### src/rtl/module_status_sampler_if.sv
// Record stream between the status sampler and the CSV dump side.
interface module_status_sampler_if #(
  parameter int unsigned TS_W = 32
) ();
  logic              rec_valid;
  logic              rec_ready;
  logic [TS_W+9:0]   rec_data;

  modport master (output rec_valid, output rec_data, input rec_ready);
  modport slave  (input rec_valid, input rec_data, output rec_ready);
endinterface

### src/rtl/module_status_sampler.sv
// Samples submodule ap_ready/ap_done handshakes into timestamped records and
// appends per-module ready/busy summaries when the run finishes.
module module_status_sampler #(
  parameter int unsigned N_MOD      = 10,
  parameter int unsigned TS_W       = 32,
  parameter int unsigned FIFO_DEPTH = 16
) (
  input  logic                   ap_clk,
  input  logic                   ap_rst_n,
  input  logic                   enable,
  input  logic [N_MOD-1:0]       mod_start,
  input  logic [N_MOD-1:0]       mod_ready,
  input  logic [N_MOD-1:0]       mod_done,
  input  logic                   finish,
  module_status_sampler_if.master rec,
  output logic [TS_W-1:0]        drop_count,
  output logic                   done
);

  localparam int unsigned AW = $clog2(FIFO_DEPTH);
  localparam int unsigned RW = TS_W + 10;
  localparam logic [9:0]  SUM_LAST = 10'(2 * N_MOD);

  typedef enum logic [2:0] {S_IDLE, S_RUN, S_FLUSH, S_SUMMARY, S_DONE} state_e;

  state_e                 state_q, state_d;
  logic [TS_W-1:0]        ts_q, ts_d;
  logic [TS_W-1:0]        ready_cnt_q [N_MOD];
  logic [TS_W-1:0]        ready_cnt_d [N_MOD];
  logic [TS_W-1:0]        busy_cnt_q  [N_MOD];
  logic [TS_W-1:0]        busy_cnt_d  [N_MOD];
  logic [N_MOD-1:0]       lat_vld_q, lat_vld_d;
  logic [N_MOD-1:0]       lat_kind_q, lat_kind_d;
  logic [TS_W-1:0]        lat_ts_q [N_MOD];
  logic [TS_W-1:0]        lat_ts_d [N_MOD];
  logic [7:0]             rr_q, rr_d;
  logic [9:0]             sum_idx_q, sum_idx_d;
  logic [TS_W-1:0]        drop_q, drop_d;
  logic                   done_q, done_d;
  logic [RW-1:0]          mem_q [FIFO_DEPTH];
  logic [RW-1:0]          mem_d [FIFO_DEPTH];
  logic [AW-1:0]          wr_ptr_q, wr_ptr_d, rd_ptr_q, rd_ptr_d;
  logic [AW:0]            cnt_q, cnt_d;

  logic                   full, empty, pop, push;
  logic [RW-1:0]          push_data;
  logic                   gnt_vld, gnt_kind;
  logic [7:0]             gnt_idx;
  logic [TS_W-1:0]        gnt_ts;
  logic [7:0]             sum_mod;
  logic [TS_W-1:0]        sum_pay;

  assign full  = (cnt_q == (AW+1)'(FIFO_DEPTH));
  assign empty = (cnt_q == '0);
  assign pop   = !empty && rec.rec_ready;

  // Round-robin: first valid latch at or above rr_q, then wrap to below it.
  always_comb begin
    gnt_vld  = 1'b0;
    gnt_idx  = '0;
    gnt_kind = 1'b0;
    gnt_ts   = '0;
    if ((state_q == S_RUN || state_q == S_FLUSH) && !full) begin
      for (int unsigned j = 0; j < N_MOD; j++) begin
        if (!gnt_vld && 8'(j) >= rr_q && lat_vld_q[j]) begin
          gnt_vld  = 1'b1;
          gnt_idx  = 8'(j);
          gnt_kind = lat_kind_q[j];
          gnt_ts   = lat_ts_q[j];
        end
      end
      for (int unsigned j = 0; j < N_MOD; j++) begin
        if (!gnt_vld && 8'(j) < rr_q && lat_vld_q[j]) begin
          gnt_vld  = 1'b1;
          gnt_idx  = 8'(j);
          gnt_kind = lat_kind_q[j];
          gnt_ts   = lat_ts_q[j];
        end
      end
    end
  end

  always_comb begin
    sum_mod = sum_idx_q[8:1];
    sum_pay = '0;
    for (int unsigned j = 0; j < N_MOD; j++) begin
      if (8'(j) == sum_mod) begin
        sum_pay = sum_idx_q[0] ? busy_cnt_q[j] : ready_cnt_q[j];
      end
    end
    push      = 1'b0;
    push_data = '0;
    if (gnt_vld) begin
      push      = 1'b1;
      push_data = {1'b0, gnt_kind, gnt_idx, gnt_ts};
    end else if (state_q == S_SUMMARY && sum_idx_q != SUM_LAST && !full) begin
      push      = 1'b1;
      push_data = {1'b1, sum_idx_q[0], sum_mod, sum_pay};
    end
  end

  always_comb begin
    mem_d    = mem_q;
    wr_ptr_d = wr_ptr_q;
    rd_ptr_d = rd_ptr_q;
    cnt_d    = cnt_q;
    if (push) begin
      mem_d[wr_ptr_q] = push_data;
      wr_ptr_d        = wr_ptr_q + AW'(1);
    end
    if (pop) begin
      rd_ptr_d = rd_ptr_q + AW'(1);
    end
    case ({push, pop})
      2'b10:   cnt_d = cnt_q + (AW+1)'(1);
      2'b01:   cnt_d = cnt_q - (AW+1)'(1);
      default: cnt_d = cnt_q;
    endcase
  end

  always_comb begin
    int unsigned     drops;
    logic            wr_i;
    logic            free;
    logic [TS_W:0]   drop_sum;
    drops       = 0;
    wr_i        = 1'b0;
    free        = 1'b0;
    ready_cnt_d = ready_cnt_q;
    busy_cnt_d  = busy_cnt_q;
    lat_vld_d   = lat_vld_q;
    lat_kind_d  = lat_kind_q;
    lat_ts_d    = lat_ts_q;
    ts_d        = ts_q;
    rr_d        = rr_q;
    sum_idx_d   = sum_idx_q;
    state_d     = state_q;

    for (int unsigned i = 0; i < N_MOD; i++) begin
      wr_i = gnt_vld && (gnt_idx == 8'(i));
      free = !lat_vld_q[i] || wr_i;
      if (wr_i) lat_vld_d[i] = 1'b0;
      if (state_q == S_RUN) begin
        // READY wins the latch; a coincident DONE is always lost.
        if (mod_ready[i]) begin
          if (free) begin
            lat_vld_d[i]  = 1'b1;
            lat_kind_d[i] = 1'b0;
            lat_ts_d[i]   = ts_q;
          end else begin
            drops++;
          end
          if (mod_done[i]) drops++;
        end else if (mod_done[i]) begin
          if (free) begin
            lat_vld_d[i]  = 1'b1;
            lat_kind_d[i] = 1'b1;
            lat_ts_d[i]   = ts_q;
          end else begin
            drops++;
          end
        end
        if (mod_ready[i] && ready_cnt_q[i] != '1) ready_cnt_d[i] = ready_cnt_q[i] + TS_W'(1);
        if (mod_start[i] && busy_cnt_q[i] != '1)  busy_cnt_d[i]  = busy_cnt_q[i] + TS_W'(1);
      end
    end

    drop_sum = {1'b0, drop_q} + (TS_W+1)'(drops);
    drop_d   = drop_sum[TS_W] ? '1 : drop_sum[TS_W-1:0];

    if (gnt_vld) rr_d = (gnt_idx == 8'(N_MOD - 1)) ? '0 : gnt_idx + 8'd1;
    if (state_q == S_RUN) ts_d = ts_q + TS_W'(1);
    if (state_q == S_SUMMARY && push) sum_idx_d = sum_idx_q + 10'd1;

    case (state_q)
      S_IDLE:    if (enable) state_d = S_RUN;
      S_RUN:     if (finish) state_d = S_FLUSH;
      S_FLUSH:   if (lat_vld_q == '0) state_d = S_SUMMARY;
      // Looks at next-cycle FIFO occupancy so done follows the final pop directly.
      S_SUMMARY: if (sum_idx_d == SUM_LAST && cnt_d == '0) state_d = S_DONE;
      S_DONE:    state_d = S_DONE;
      default:   state_d = S_IDLE;
    endcase
    done_d = (state_d == S_DONE);
  end

  always_ff @(posedge ap_clk or negedge ap_rst_n) begin
    if (!ap_rst_n) begin
      state_q     <= S_IDLE;
      ts_q        <= '0;
      ready_cnt_q <= '{default: '0};
      busy_cnt_q  <= '{default: '0};
      lat_vld_q   <= '0;
      lat_kind_q  <= '0;
      lat_ts_q    <= '{default: '0};
      rr_q        <= '0;
      sum_idx_q   <= '0;
      drop_q      <= '0;
      done_q      <= 1'b0;
      mem_q       <= '{default: '0};
      wr_ptr_q    <= '0;
      rd_ptr_q    <= '0;
      cnt_q       <= '0;
    end else begin
      state_q     <= state_d;
      ts_q        <= ts_d;
      ready_cnt_q <= ready_cnt_d;
      busy_cnt_q  <= busy_cnt_d;
      lat_vld_q   <= lat_vld_d;
      lat_kind_q  <= lat_kind_d;
      lat_ts_q    <= lat_ts_d;
      rr_q        <= rr_d;
      sum_idx_q   <= sum_idx_d;
      drop_q      <= drop_d;
      done_q      <= done_d;
      mem_q       <= mem_d;
      wr_ptr_q    <= wr_ptr_d;
      rd_ptr_q    <= rd_ptr_d;
      cnt_q       <= cnt_d;
    end
  end

  assign rec.rec_valid = !empty;
  assign rec.rec_data  = empty ? '0 : mem_q[rd_ptr_q];
  assign drop_count    = drop_q;
  assign done          = done_q;

endmodule

### src/flat_wrapper.sv
// flat-port wrapper written by rule: the top's interface ports become plain ports
module module_status_sampler_flat 
#(
  parameter int unsigned N_MOD      = 10,
  parameter int unsigned TS_W       = 32,
  parameter int unsigned FIFO_DEPTH = 16
)
  (ap_clk, ap_rst_n, enable, mod_start, mod_ready, mod_done, finish, drop_count, done, rec_rec_valid, rec_rec_data, rec_rec_ready);
  module_status_sampler_if #(.TS_W(TS_W)) rec_i ();
  input  logic ap_clk;
  input  logic ap_rst_n;
  input  logic enable;
  input  logic [N_MOD-1:0] mod_start;
  input  logic [N_MOD-1:0] mod_ready;
  input  logic [N_MOD-1:0] mod_done;
  input  logic finish;
  output logic [TS_W-1:0] drop_count;
  output logic done;
  output wire logic [$bits(rec_i.rec_valid)-1:0] rec_rec_valid;
  output wire logic [$bits(rec_i.rec_data)-1:0] rec_rec_data;
  input wire logic [$bits(rec_i.rec_ready)-1:0] rec_rec_ready;
  assign rec_rec_valid = rec_i.rec_valid;
  assign rec_rec_data = rec_i.rec_data;
  assign rec_i.rec_ready = rec_rec_ready;
  module_status_sampler #(.N_MOD(N_MOD), .TS_W(TS_W), .FIFO_DEPTH(FIFO_DEPTH)) u_core (.ap_clk(ap_clk), .ap_rst_n(ap_rst_n), .enable(enable), .mod_start(mod_start), .mod_ready(mod_ready), .mod_done(mod_done), .finish(finish), .rec(rec_i), .drop_count(drop_count), .done(done));
endmodule
### config.mk
export PLATFORM = sky130hd
export DESIGN_NAME = module_status_sampler_flat
export DESIGN_NICKNAME = d
export VERILOG_FILES = /design/src/rtl/module_status_sampler_if.sv /design/src/rtl/module_status_sampler.sv /design/src/flat_wrapper.sv
export SDC_FILE = /design/constraint.sdc
export NUM_CORES = 2
export LEC_CHECK = 0
export CAP_MARGIN = 20
export CORE_MARGIN = 3
export CORE_UTILIZATION = 45
export DETAILED_ROUTE_END_ITERATION = 12
export GPL_TIMING_DRIVEN = 0
export PLACE_DENSITY = 0.59
export SLEW_MARGIN = 10
export SYNTH_ARGS = -nofsm -noshare
export SYNTH_HDL_FRONTEND = slang
export SYNTH_SLANG_ARGS = --single-unit
### constraint.sdc
create_clock -name ap_clk -period 27.5 [get_ports ap_clk]
set_input_delay 5.5 -clock ap_clk [delete_from_list [all_inputs] [get_ports ap_clk]]
set_output_delay 5.5 -clock ap_clk [all_outputs]
set_load 0.01 [all_outputs]
==> key figures <==
Critical path
  – Slowest CP cell: clkdlybuf4s50_1
  – CP Class: in2reg
  – Worst path max stage delay: 0.62 ns
  – R2R setup slack: 4.26 ns
  – FF-to-FF Start: u_core.rr_q[3]$_DFFE_PN0N_
  – Crit path max-delay family: compound AO/OA/AOI/OAI gates
  – CP startpoint kind: primary input
  – Crit path top cell by count: ha_1
  – Crit path capture type: flop
  – CP arrival: 25.35 ns
  – CP Data Required Time: 28.23 ns
  – Reg2Reg Depth: 105
  – Worst Path Buf+Inv: 6
  – R2r endpoint: u_core.drop_count[11]$_DFF_PN0_
  – Crit Path Max Fanout: 10

Min path
  – Hold path start: u_core.mem_q[403]$_DFFE_PN0P_
  – Hold WC Path Type: reg2reg
  – Worst Hold Depth: 2
  – Worst Hold Endpoint: u_core.mem_q[403]$_DFFE_PN0P_

Power
  – Power per cell area: 95.8 mW/mm^2
  – VDD IR-drop max: 53.6 uV
  – Leakage: 43.6 nW

Drt
  – DRT Pass-1 Iters: 9
  – DRT antenna net count: 0
  – Routed vias: 69.0k
  – Final wirelength: 302 mm
  – Via density per instance: 6.17
  – Starting DRT DRC Count: 8026
  – Avg WL per Cell: 27.0 um
  – DRC errors left: 0

Job
  – Max Cap Viol: 0

Die
  – Cell Rows: 160
  – Die footprint: 0.199 mm^2
  – Core area: 0.191 mm^2
  – Initial Util: 0.456
  – Number of I/O pins: 111
  – Die span in x: 446 um
  – Die Y: 446 um

STA
  – Tcrit/Tclk final: 0.895
  – Least-Margin Pin Slew: 1.31 ns
  – Max Freq: 40.6 MHz
  – Fin worst setup slack: 2.88 ns
  – Max transition margin: 0.124
  – Sum Neg Setup Slack: 0 ns
  – Clock Skew: 0.0488 ns
  – RSZ-0062 raised after global routing: false
  – Final setup vio count: 0
  – Min Hold Slack: 0.474 ns
  – Final min period: 24.62 ns
  – Hold Violations, Final: 0
  – Max Slew Vio Count: 0

CTS
  – TritonCTS Sinks: 1748
  – Clock Tree Root: clkbuf_16
  – Post-CTS resize count: 0
  – Max Buffers Root-to-Sink: 3
  – Clock buffer count from CTS: 191
  – Hold buffer count at cts: 0
  – CTS tree: built
  – Clock-pin slew on the worst setup and hold paths: 0.06 ns
  – Clock latency on the worst-skew pair: 0.88 ns
  – Setup Buffers After CTS: 0
  – Max H-tree Level: 4

Final layout
  – Layout Cells excl Fill: 11.2k
  – Fillers: 17.2k
  – Area delta synth->final: 13.4%
  – Share of cells above drive strength 1: 0.121
  – Fin nets: 8604
  – Final Util: 0.517

Logic synthesis
  – Prevailing post-synth register cell: dfrtp_1
  – Sequential element share of the synthesized area: 0.502
  – Syn_area_per_cell: 10.7 um^2
  – Number of synthesized register bits: 1748
  – Ys async rst share: 1.00
  – Synth warn: 0
  – Unique cell type count in the Yosys netlist: 105
  – Post-synth EDFFs: 0
  – Synth Instances: 8141
  – Mapped cell area: 0.0871 mm^2

Placed design
  – DP Cell Count: 10.8k
  – Dpl ws: 2.24 ns
  – GP Congestion: 1.02
  – Dpl hpwl: 216 mm
  – Buffers on Ports: 104

Global route
  – All-Layer GR Usage: 0.300
  – Largest net degree at the start of global routing: 166
  – Vias in the first global route: 67.1k
  – Initial antenna violation count: 9
  – First-pass GRT wire length: 447 mm
  – Overflow after GRT: 0

Status
  – Status: completed
## metal layers
| layer | global-route usage | part of all wire | vias to the layer above |
|---|---|---|---|
| met5 | 0 | 0.00078 | - |
| met4 | 0.130 | 0.048 | 6 |
| met3 | 0.0616 | 0.085 | 662 |
| met2 | 0.457 | 0.45 | 3119 |
| met1 | 0.417 | 0.42 | 35300 |
| li1 | - | - | 29900 |
## synthesized netlist by cell type (71+ instances only)
cell type,count,area share
a22oi_1,72,0.0062
xnor2_1,538,0.054
xor2_1,211,0.021
mux2_2,369,0.048
nand2_1,1241,0.053
inv_1,77,0.0033
buf_1,71,0.0031
mux2i_1,228,0.026
nor2_1,367,0.016
o22ai_1,80,0.0057
clkbuf_1,422,0.018
ha_1,72,0.010
dfrtp_1,1748,0.50
nand3_1,295,0.017
o21ai_0,784,0.045
and3_1,159,0.011
mux4_2,248,0.064
a21oi_1,167,0.0096
nand4_1,151,0.011
nor3_1,81,0.0047
## state kept, by name, indices dropped and copies added (netlist names), 4 cells and up
register            cells
u_core.rd_ptr_q         4
u_core.busy_cnt_q     320
u_core.lat_kind_q      10
u_core.cnt_q            5
u_core.ready_cnt_q    320
u_core.wr_ptr_q         4
u_core.lat_ts_q       320
u_core.sum_idx_q       10
u_core.mem_q          672
u_core.rr_q             5
u_core.drop_count      32
u_core.ts_q            32
u_core.lat_vld_q       10
## metrics by stage
| step | power, mW | area (um^2) |
|---|---|---|
| 2_1_floorplan | 5.25 | 87100 |
| 3_3_place_gp | 6.64 | 91300 |
| 3_5_place_dp | 6.69 | 92000 |
| 4_1_cts | 9.40 | 98700 |
| 5_1_grt | 9.86 | 98800 |
| 6_report | 9.46 | 98800 |
## kinds of logic after synthesis
group                      Yosys count  share of synthesized area
and+or+nand+nor                   2594                      0.137
other                                1                  0.0000431
DFF                               1748                      0.502
adders and majority gates           78                     0.0113
buffers and inverters              588                     0.0258
muxes                              850                      0.139
xor gates and xnor gates           754                     0.0763
AOI/OAI and AO/OA                 1528                      0.108
## worst max-delay path by stage
stage / from / depth (start not counted) / endpoint
2_1_floorplan: mod_done[0] / 96 / u_core.drop_count[10]$_DFF_PN0_
3_3_place_gp: ap_rst_n / 1 / u_core.lat_ts_q[125]$_DFFE_PN0P_
3_5_place_dp: mod_done[0] / 97 / u_core.drop_count[11]$_DFF_PN0_
4_1_cts: mod_done[0] / 97 / u_core.drop_count[11]$_DFF_PN0_
5_1_grt: mod_done[0] / 97 / u_core.drop_count[11]$_DFF_PN0_
6_report: mod_done[0] / 97 / u_core.drop_count[11]$_DFF_PN0_
## worst min-delay path, delay by kind of cell, from the launching register on
family | cells | cell delay [ns]
flops | 1 | 0.34
compound gates | 1 | 0.06
simple gates | 1 | 0.04
## cell usage in the layout, fill, tap and decap left out, types with 40 or more instances in the layout
| master | count |
|---|---|
| o22ai_1 | 80 |
| and3_1 | 159 |
| nor2_1 | 365 |
| a221oi_1 | 64 |
| mux4_2 | 248 |
| mux2i_1 | 228 |
| ha_1 | 72 |
| mux2_2 | 369 |
| clkdlybuf4s50_1 | 103 |
| clkbuf_16 | 194 |
| o21ai_0 | 783 |
| o221ai_1 | 55 |
| xnor2_1 | 538 |
| nand3_1 | 295 |
| clkbuf_8 | 48 |
| buf_1 | 70 |
| a222oi_1 | 49 |
| a22oi_1 | 72 |
| xor2_1 | 211 |
| dfrtp_1 | 1748 |
| clkbuf_1 | 465 |
| inv_1 | 77 |
| nor3_1 | 77 |
| nand2_1 | 1241 |
| and4_1 | 40 |
| and2_1 | 70 |
| a21oi_1 | 167 |
| nand4_1 | 151 |
## power breakdown
group          switching, mW  internal, mW  total, mW
sequential             0.290          2.98       3.27
combinational           2.31          1.17       3.48
clock                   1.12          1.58       2.71
## final cells by class
cell class                      instances  area, um^2  area share
Sequential cell                      1748       43700       0.443
Multi-Input combinational cell       5816       41200       0.417
Clock buffer                          288        5680      0.0575
Tap cell                             2511        3140      0.0318
Buffer                                510        1960      0.0199
Timing Repair Buffer                  150        1780      0.0180
Clock inverter                         66         970     0.00982
Inverter                               78         293     0.00296
Antenna cell                            8        20.0    0.000203
Note: power is estimated with default switching activity, not from simulation.
